$ cat src/rtl/de10_peripheral_responder.sv
// DE10 peripheral-window responder: LED/switch/key registers, 64-bit cycle
// counter and a compare timer, acknowledged through a small request FSM.
module de10_peripheral_responder #(
    parameter int WAIT_STATES = 0,
    parameter int LED_W       = 10,
    parameter int SW_W        = 10,
    parameter int KEY_W       = 4
) (
    input  logic             clk,
    input  logic             rst,
    input  logic             en,
    input  logic [31:0]      addr,
    input  logic [31:0]      wdata,
    input  logic             wen,
    input  logic [3:0]       wstrb,
    input  logic [SW_W-1:0]  sw,
    input  logic [KEY_W-1:0] key,
    output logic [31:0]      odata,
    output logic             oready,
    output logic [LED_W-1:0] oled,
    output logic             otimer_irq
);

    typedef enum logic [1:0] {
        ST_IDLE = 2'd0,
        ST_WAIT = 2'd1,
        ST_ACK  = 2'd2
    } state_t;

    localparam logic [3:0] WAIT_INIT = (WAIT_STATES > 0) ? 4'(WAIT_STATES - 1) : 4'd0;

    localparam logic [2:0] OFF_LED   = 3'd0;
    localparam logic [2:0] OFF_SW    = 3'd1;
    localparam logic [2:0] OFF_KEY   = 3'd2;
    localparam logic [2:0] OFF_MLO   = 3'd3;
    localparam logic [2:0] OFF_MHI   = 3'd4;
    localparam logic [2:0] OFF_CMP   = 3'd5;
    localparam logic [2:0] OFF_STAT  = 3'd6;
    localparam logic [2:0] OFF_CTRL  = 3'd7;

    // Replace only the byte lanes enabled by strb.
    function automatic logic [31:0] strobe_merge(input logic [31:0] old_v,
                                                 input logic [31:0] new_v,
                                                 input logic [3:0]  strb);
        logic [31:0] res;
        res = old_v;
        for (int b = 0; b < 4; b++) begin
            if (strb[b]) begin
                res[8*b +: 8] = new_v[8*b +: 8];
            end
        end
        return res;
    endfunction

    state_t             state_r;
    state_t             state_s;
    logic [3:0]         wcnt_r;
    logic [3:0]         wcnt_s;
    logic               oready_r;
    logic [31:0]        odata_r;
    logic [LED_W-1:0]   led_r;
    logic [SW_W-1:0]    sw_meta_r;
    logic [SW_W-1:0]    sw_sync_r;
    logic [KEY_W-1:0]   key_meta_r;
    logic [KEY_W-1:0]   key_sync_r;
    logic [63:0]        mtime_r;
    logic [31:0]        hi_shadow_r;
    logic [31:0]        cmp_r;
    logic               ctrl_r;
    logic               flag_r;

    logic [2:0]         sel_s;
    logic               commit_s;
    logic               wr_s;
    logic               rd_s;
    logic [31:0]        rdata_s;
    logic [31:0]        led_ext_s;
    logic [31:0]        led_wr_s;
    logic [31:0]        cmp_wr_s;
    logic               flag_set_s;
    logic               flag_clr_s;
    logic               unused_s;

    assign sel_s    = addr[4:2];
    assign commit_s = (state_r == ST_ACK);
    assign wr_s     = commit_s & wen;
    assign rd_s     = commit_s & ~wen;

    // Request FSM next-state logic.
    always_comb begin
        state_s = state_r;
        wcnt_s  = wcnt_r;
        case (state_r)
            ST_IDLE: begin
                if (en) begin
                    if (WAIT_STATES == 0) begin
                        state_s = ST_ACK;
                    end else begin
                        state_s = ST_WAIT;
                        wcnt_s  = WAIT_INIT;
                    end
                end else begin
                    state_s = ST_IDLE;
                end
            end
            ST_WAIT: begin
                // Dropping en mid-wait abandons the request without side effects.
                if (!en) begin
                    state_s = ST_IDLE;
                end else if (wcnt_r == 4'd0) begin
                    state_s = ST_ACK;
                end else begin
                    wcnt_s = wcnt_r - 4'd1;
                end
            end
            ST_ACK: begin
                state_s = ST_IDLE;
            end
            default: begin
                state_s = ST_IDLE;
                wcnt_s  = 4'd0;
            end
        endcase
    end

    // Request FSM state register and registered ready.
    always_ff @(posedge clk) begin
        if (rst) begin
            state_r  <= ST_IDLE;
            wcnt_r   <= 4'd0;
            oready_r <= 1'b0;
        end else begin
            state_r  <= state_s;
            wcnt_r   <= wcnt_s;
            oready_r <= (state_s == ST_ACK);
        end
    end

    // Read mux over the eight word offsets; unlisted bits read zero.
    always_comb begin
        rdata_s = 32'd0;
        case (sel_s)
            OFF_LED:  rdata_s[LED_W-1:0] = led_r;
            OFF_SW:   rdata_s[SW_W-1:0]  = sw_sync_r;
            OFF_KEY:  rdata_s[KEY_W-1:0] = key_sync_r;
            OFF_MLO:  rdata_s = mtime_r[31:0];
            OFF_MHI:  rdata_s = hi_shadow_r;
            OFF_CMP:  rdata_s = cmp_r;
            OFF_STAT: rdata_s[0] = flag_r;
            OFF_CTRL: rdata_s[0] = ctrl_r;
            default:  rdata_s = 32'd0;
        endcase
    end

    // Strobe-merged write values for the byte-enabled registers.
    always_comb begin
        led_ext_s             = 32'd0;
        led_ext_s[LED_W-1:0]  = led_r;
        led_wr_s              = strobe_merge(led_ext_s, wdata, wstrb);
        cmp_wr_s              = strobe_merge(cmp_r, wdata, wstrb);
    end

    // A compare match on the same edge as a clear keeps the flag set.
    assign flag_set_s = ctrl_r & (mtime_r[31:0] == cmp_r);
    assign flag_clr_s = wr_s & (sel_s == OFF_STAT) & wstrb[0] & wdata[0];

    // Input synchronisers, free-running counter and timer flag.
    always_ff @(posedge clk) begin
        if (rst) begin
            sw_meta_r  <= '0;
            sw_sync_r  <= '0;
            key_meta_r <= '0;
            key_sync_r <= '0;
            mtime_r    <= 64'd0;
            flag_r     <= 1'b0;
        end else begin
            sw_meta_r  <= sw;
            sw_sync_r  <= sw_meta_r;
            key_meta_r <= key;
            key_sync_r <= key_meta_r;
            mtime_r    <= mtime_r + 64'd1;
            if (flag_set_s) begin
                flag_r <= 1'b1;
            end else if (flag_clr_s) begin
                flag_r <= 1'b0;
            end
        end
    end

    // Bus-visible registers; all updates happen on the ACK edge only.
    always_ff @(posedge clk) begin
        if (rst) begin
            odata_r     <= 32'd0;
            led_r       <= '0;
            hi_shadow_r <= 32'd0;
            cmp_r       <= 32'hFFFF_FFFF;
            ctrl_r      <= 1'b0;
        end else begin
            if (rd_s) begin
                odata_r <= rdata_s;
            end
            if (rd_s && (sel_s == OFF_MLO)) begin
                hi_shadow_r <= mtime_r[63:32];
            end
            if (wr_s && (sel_s == OFF_LED)) begin
                led_r <= led_wr_s[LED_W-1:0];
            end
            if (wr_s && (sel_s == OFF_CMP)) begin
                cmp_r <= cmp_wr_s;
            end
            if (wr_s && (sel_s == OFF_CTRL) && wstrb[0]) begin
                ctrl_r <= wdata[0];
            end
        end
    end

    assign unused_s   = ^{addr[31:5], addr[1:0], led_wr_s};

    assign odata      = odata_r;
    assign oready     = oready_r;
    assign oled       = led_r;
    assign otimer_irq = flag_r & ctrl_r;

endmodule

$ cat config.mk
export PLATFORM = sky130hd
export DESIGN_NAME = de10_peripheral_responder
export DESIGN_NICKNAME = d
export VERILOG_FILES = /design/src/rtl/de10_peripheral_responder.sv
export SDC_FILE = /design/constraint.sdc
export NUM_CORES = 1
export LEC_CHECK = 0
export ABC_AREA = 1
export CAP_MARGIN = 20
export CORE_MARGIN = 2
export CORE_UTILIZATION = 40
export CTS_CLUSTER_DIAMETER = 80
export DETAILED_ROUTE_END_ITERATION = 8
export GPL_TIMING_DRIVEN = 0
export SYNTH_ARGS = -nofsm -noshare
export SYNTH_HDL_FRONTEND = slang
export SYNTH_SLANG_ARGS = --single-unit
$ cat constraint.sdc
create_clock -name clk -period 2.18 [get_ports clk]
set_input_delay 0.436 -clock clk [delete_from_list [all_inputs] [get_ports clk]]
set_output_delay 0.436 -clock clk [all_outputs]
set_load 0.1 [all_outputs]
==> impl_metrics.json, run 1 <==
{
  "status": "finished clean",
  "setup_viol": 0,
  "rsz0062_at_grt": "no",
  "cts_hold_buf": 0,
  "slowest_stage": "dlygate4sd2_1",
  "grt_pass1_vias": 9230,
  "clk_pin_slew_ns": 0.06,
  "area_delta_synth_final_pct": 22.2,
  "ant_nets": 0,
  "num_rows": 57,
  "timing_hold_violations_final": 0,
  "die-area_mm2": 0.0259,
  "dr_total_vias": 9978,
  "wl_per_cell_um": 18.0,
  "syn_avg_cell_area_um2": 6.79,
  "clockBufferDepth": 3,
  "busiest_layer": "met2",
  "powerDensity_mw_per_mm2": 712,
  "antenna_found_initial": 0,
  "die_y_um": 161,
  "fin_crit_ns": 2.15,
  "fmax_mhz": 466,
  "core_mm2": 0.0242,
  "slew_headroom": 0.359,
  "syn_nets": 1538,
  "cp-start-kind": "flip-flop",
  "cts_sinks": 207,
  "crit_chain": "dlygate4sd2_1",
  "synth-seq-cells": 207,
  "arrival_ns": 1.71,
  "num_antenna_cells": 0,
  "critPathCaptureType": "primary output",
  "yosys_warnings": 0,
  "fillers": 2500,
  "drcViolationCount": 0,
  "use_met2": 0.410,
  "finalMaxSlewViolations": 0,
  "irDropWorstVdd_mv": 0.359,
  "postLayoutSetupSlackWorst_ns": 0.0331,
  "worstPathRequired_ns": 1.74,
  "final_cell_mix": "nand2_1, dfxtp_1, inv_1",
  "netlist_area_mm2": 0.00984,
  "grt_max_degree": 14,
  "path_buf_inv": 1,
  "cap_violations": 0,
  "worst_pin_slew_ns": 0.966,
  "clock_skew_ns": 0.0115,
  "hpwl_mm": 27.3,
  "htreeDepth": 1,
  "clk_latency_ns": 0.52,
  "port_buffers": 99,
  "max_stage_delay_ns": 0.86,
  "path_class": "flip-flop to primary output",
  "post-route-period-util": 0.985,
  "layout_commonest_cell": "nand2_1",
  "io_pins": 130,
  "critical_path_peak_fanout": 2,
  "grt_pass1_wl_mm": 52.4,
  "cts_made_buffers": 24,
  "dpl_worst_slack_ns": -0.498,
  "ys_seq_area_frac": 0.421,
  "synth.distinct_cells": 40,
  "drive_gt1_frac": 0.0773,
  "drtIter0Drc": 916,
  "overflow": 0,
  "leakagePower_nw": 4.83,
  "use_met3": 0.0527,
  "hold_slack_ns": 0.395,
  "hold_path_class": "flip-flop to flip-flop",
  "grt.total_usage": 0.263,
  "wirelength_mm": 34.4,
  "die_w_um": 161,
  "first_pass_iters": 5,
  "routabilityCongestion": 0.963,
  "synth_cells": 1449,
  "final_nets": 1665,
  "cts_tree": "done",
  "initial_core_util": 0.406,
  "viasPerCell": 5.21,
  "cts_root_buf": "clkbuf_16",
  "met1_usage": 0.366,
  "path_delay_family": "buffers and inverters"
}
final timing paths:
check	startpoint	end	slack, ns	depth (start not counted)
hold reg to reg	sw_meta_r[2]	sw_sync_r[2]	0.39	2
setup / recovery	odata[9]	odata[9]	0.03	1
setup reg to reg	mtime_r[8]	mtime_r[59]	0.06	7
hold / removal	sw_meta_r[2]	sw_sync_r[2]	0.39	2
layer usage:
layer,share of wire,vias up
met5,0,-
met4,0.033,0
met3,0.077,68
met2,0.43,364
met1,0.46,4611
li1,-,4935
through the flow:
stage	instances	TNS [ns]	util	power, mW	area, µm²
2_1_floorplan	1449	0	-	4.19	9840
3_3_place_gp	1872	-35.95	0.463	4.43	11200
3_5_place_dp	1872	-38.36	0.463	4.43	11200
4_1_cts	1914	0	0.495	8.59	12000
5_1_grt	1916	0	0.496	8.80	12000
6_report	1916	0	0.496	8.56	12000
worst min-delay path, delay by kind of cell, from the launching register on:
kind,cells,cell delay [ns]
buf+inv,1,0.04
flops,1,0.29
simple gates,1,0.03
where the power goes:
group          internal (mW)  total (mW)  switching [mW]
combinational          0.167       0.484           0.318
sequential              3.83        3.86          0.0256
clock                   2.59        4.22            1.63
total                   6.59        8.56            1.97
final cells by class:
type / instances / area [µm²] / share of cell area
buffer: 48 / 220 / 0.0183
clock buffer: 35 / 703 / 0.0585
clock inverter: 7 / 119 / 0.00989
inverter: 194 / 731 / 0.0608
multi-input combinational: 1000 / 4760 / 0.396
sequential: 207 / 4140 / 0.345
tap: 324 / 405 / 0.0337
timing repair buffer: 101 / 942 / 0.0784
state kept, by name, indices dropped and copies added, names as in the netlist, 2 cells and up:
| signal | flops |
|---|---|
| key_sync_r | 4 |
| hi_shadow_r | 32 |
| odata | 32 |
| sw_meta_r | 10 |
| oled | 10 |
| key_meta_r | 4 |
| cmp_r | 32 |
| mtime_r | 64 |
| state_r | 2 |
| sw_sync_r | 10 |
| wcnt_r | 4 |
cells in the mapped netlist, drive strengths merged:
| cell type | n | area share |
|---|---|---|
| clkbuf | 29 | 0.011 |
| nand4 | 25 | 0.016 |
| dfxtp | 207 | 0.42 |
| or2 | 1 | 0.00064 |
| nor3b | 3 | 0.0028 |
| clkinv | 1 | 0.00038 |
| nor3 | 41 | 0.027 |
| nor2 | 196 | 0.086 |
| o21a | 1 | 0.00076 |
| buf | 19 | 0.011 |
| o221ai | 17 | 0.015 |
| xnor2 | 2 | 0.0018 |
| inv | 193 | 0.074 |
| nand3b | 1 | 0.00076 |
| nand3 | 61 | 0.032 |
| a21oi | 121 | 0.062 |
| ha | 3 | 0.0038 |
| o41ai | 1 | 0.00089 |
| o22ai | 4 | 0.0025 |
| nand2 | 386 | 0.15 |
| o21ai | 97 | 0.049 |
| a211oi | 2 | 0.0015 |
| o211ai | 30 | 0.023 |
| xor2 | 6 | 0.0053 |
| a22oi | 1 | 0.00076 |
| o31ai | 1 | 0.00076 |
timing repair:
item / 4_1_cts / 5_1_grt
setup endpoints to repair: 44 / 37
setup buffers: 0 / 2
gates resized for setup: 53 / 29
pin swaps: 0 / 1
cell families (layout without fill, tap and decap cells):
kind of cell	after synthesis	after routing	share of synthesized area
DFF	207	207	0.421
AOI/OAI and AO/OA	275	275	0.156
adders and majority gates	3	3	0.00382
and+or+nand+nor	714	714	0.315
buffers and inverters	242	385	0.0964
xor gates and xnor gates	8	8	0.00712
Note: power is estimated with default switching activity, not from simulation.
==> run 2, diff against run 1 <==
CORE_UTILIZATION = 50   (was 40)
PLACE_DENSITY = 0.73   (was unset)
==> run 2 against run 1 <==
  * Register-to-register slack barely moved
  * Sequential share of layout area rose by 0.45 points
  * Worst setup slack lost 0.0024 ns
  * Flip-flop and latch count unchanged
  * Critical path depth grew 6
  * Clock power fell by 9.5%
  * Clock skew fell by 0.00074 ns
  * Final cell count is 3.2% lower
  * Core utilization increased by 12 points
  * Critical endpoint is now hi_shadow_r[30]
==> impl_metrics.json, run 2 (synthesized netlist as in run 1, its figures left out) <==
{
  "comb_power_share": 0.059,
  "critPathCaptureType": "flip-flop",
  "clock_skew_ns": 0.0107,
  "hold_path_class": "flip-flop to flip-flop",
  "dpl_worst_slack_ns": -0.447,
  "slowest_stage": "nor3_2",
  "fin_util": 0.612,
  "cts_root_buf": "clkbuf_16",
  "cts_sinks": 207,
  "finalMaxSlewViolations": 0,
  "clk_pin_slew_ns": 0.06,
  "rsz0062_at_grt": "no",
  "grt.total_usage": 0.327,
  "fmax_mhz": 465,
  "postLayoutSetupSlackWorst_ns": 0.0307,
  "arrival_ns": 2.59,
  "routabilityCongestion": 1.01,
  "path_class": "input port to flip-flop",
  "initial_core_util": 0.507,
  "area_delta_synth_final_pct": 20.6,
  "timing_hold_violations_final": 0,
  "slew_headroom": 0.314,
  "die-area_mm2": 0.0208,
  "final_cell_count_no_fill": 1854,
  "overflow": 0,
  "cts_tree": "done",
  "port_buffers": 99,
  "cp-start-kind": "input port",
  "p_sw_frac": 0.237,
  "dpl.cell_count": 1813,
  "final-seq-area_mm2": 0.00414,
  "critical_path_peak_fanout": 10,
  "io_pins": 130,
  "irDropWorstVdd_mv": 0.499,
  "cts_hold_buf": 0,
  "ant_nets": 0,
  "multiInputGateArea_mm2": 0.00475,
  "worstPathRequired_ns": 2.63,
  "placedInstanceArea_mm2": 0.0112,
  "dr_total_vias": 10100,
  "viasPerCell": 5.45,
  "final_cell_mix": "nand2_1, dfxtp_1, inv_1",
  "final_nets": 1662,
  "fin_setup_tns_ns": 0,
  "setup_viol": 0,
  "fin_crit_ns": 2.15,
  "htreeDepth": 1,
  "hold_slack_ns": 0.401,
  "leakagePower_nw": 4.77,
  "regMostFlops": "mtime_r",
  "layout_commonest_cell": "nand2_1",
  "fillers": 1923,
  "drcViolationCount": 0,
  "grt_pass1_vias": 9065,
  "core_mm2": 0.0194,
  "num_rows": 51,
  "wl_per_cell_um": 18.3,
  "antenna_found_initial": 0,
  "first_pass_iters": 5,
  "num_antenna_cells": 0,
  "power.total_mw": 8.16,
  "largest_reg_flops": 64,
  "clockBufferDepth": 3,
  "fin_area_mm2": 0.0119,
  "power_switching_mw": 1.94,
  "cts_made_buffers": 23,
  "cts_setup_buffers": 0,
  "powerDensity_mw_per_mm2": 688,
  "seqPwrFrac": 0.473,
  "status": "finished clean",
  "cap_violations": 0,
  "grt_pass1_wl_mm": 51.3,
  "clk_latency_ns": 0.51,
  "crit_chain": "clkdlybuf4s50_1 -> nor3_2 -> inv_2 -> nor2_8 -> buf_4 -> o21ai_0 -> a21oi_1",
  "wirelength_mm": 33.9,
  "drtIter0Drc": 1060,
  "die_y_um": 144,
  "worst_pin_slew_ns": 1.03,
  "hpwl_mm": 26.8,
  "die_w_um": 144,
  "post-route-period-util": 0.986,
  "max_stage_delay_ns": 0.69,
  "drive_gt1_frac": 0.0749,
  "grt_max_degree": 14,
  "p_int_mw": 6.23,
  "p_clk_frac": 0.468
}
## run 2: worst paths after layout
path / startpoint / endpoint / slack (ns) / cells after the start
min: sw_meta_r[5] / sw_sync_r[5] / 0.40 / 2
max reg2reg: mtime_r[23] / mtime_r[37] / 0.06 / 8
max: wen / hi_shadow_r[30] / 0.03 / 7
min reg2reg: sw_meta_r[5] / sw_sync_r[5] / 0.40 / 2
## run 2: what timing repair did
action / in CTS / in global routing
hold endpoints to repair: 0 / 0
gates resized for setup: 51 / 29
pin swaps: 0 / 0
endpoints found under the setup margin: 44 / 33
## run 2: worst max-delay path, delay by kind of cell
kind	cells	cell delay, ns
AO/OA/AOI/OAI	2	0.25
buffers and inverters	3	0.96
AND/OR/NAND/NOR	2	0.94
## run 2: area by class of cell
class | instances | area share
repair buffers | 99 | 0.0798
clock inverters | 10 | 0.00728
multi-input cells | 1000 | 0.400
flip-flops and latches | 207 | 0.349
well taps | 265 | 0.0279
plain buffers | 48 | 0.0184
inverters | 194 | 0.0616
clock buffers | 31 | 0.0553
## run 2: layer usage
metal / part of all wire / up-vias / track usage
met1: 0.46 / 4689 / 0.466
li1: - / 4935 / -
met2: 0.44 / 413 / 0.517
met5: 0 / - / 0
met3: 0.072 / 67 / 0.0407
met4: 0.032 / 0 / 0.106
## run 2: power groups by stage
stage	combinational (mW)	sequential, mW	clock, mW
finish	0.480	3.86	3.82
detailed placement	0.479	3.94	0
global route	0.514	3.86	4.01
floorplan	0.186	4.01	0
CTS	0.475	3.86	3.84
global placement	0.476	3.94	0
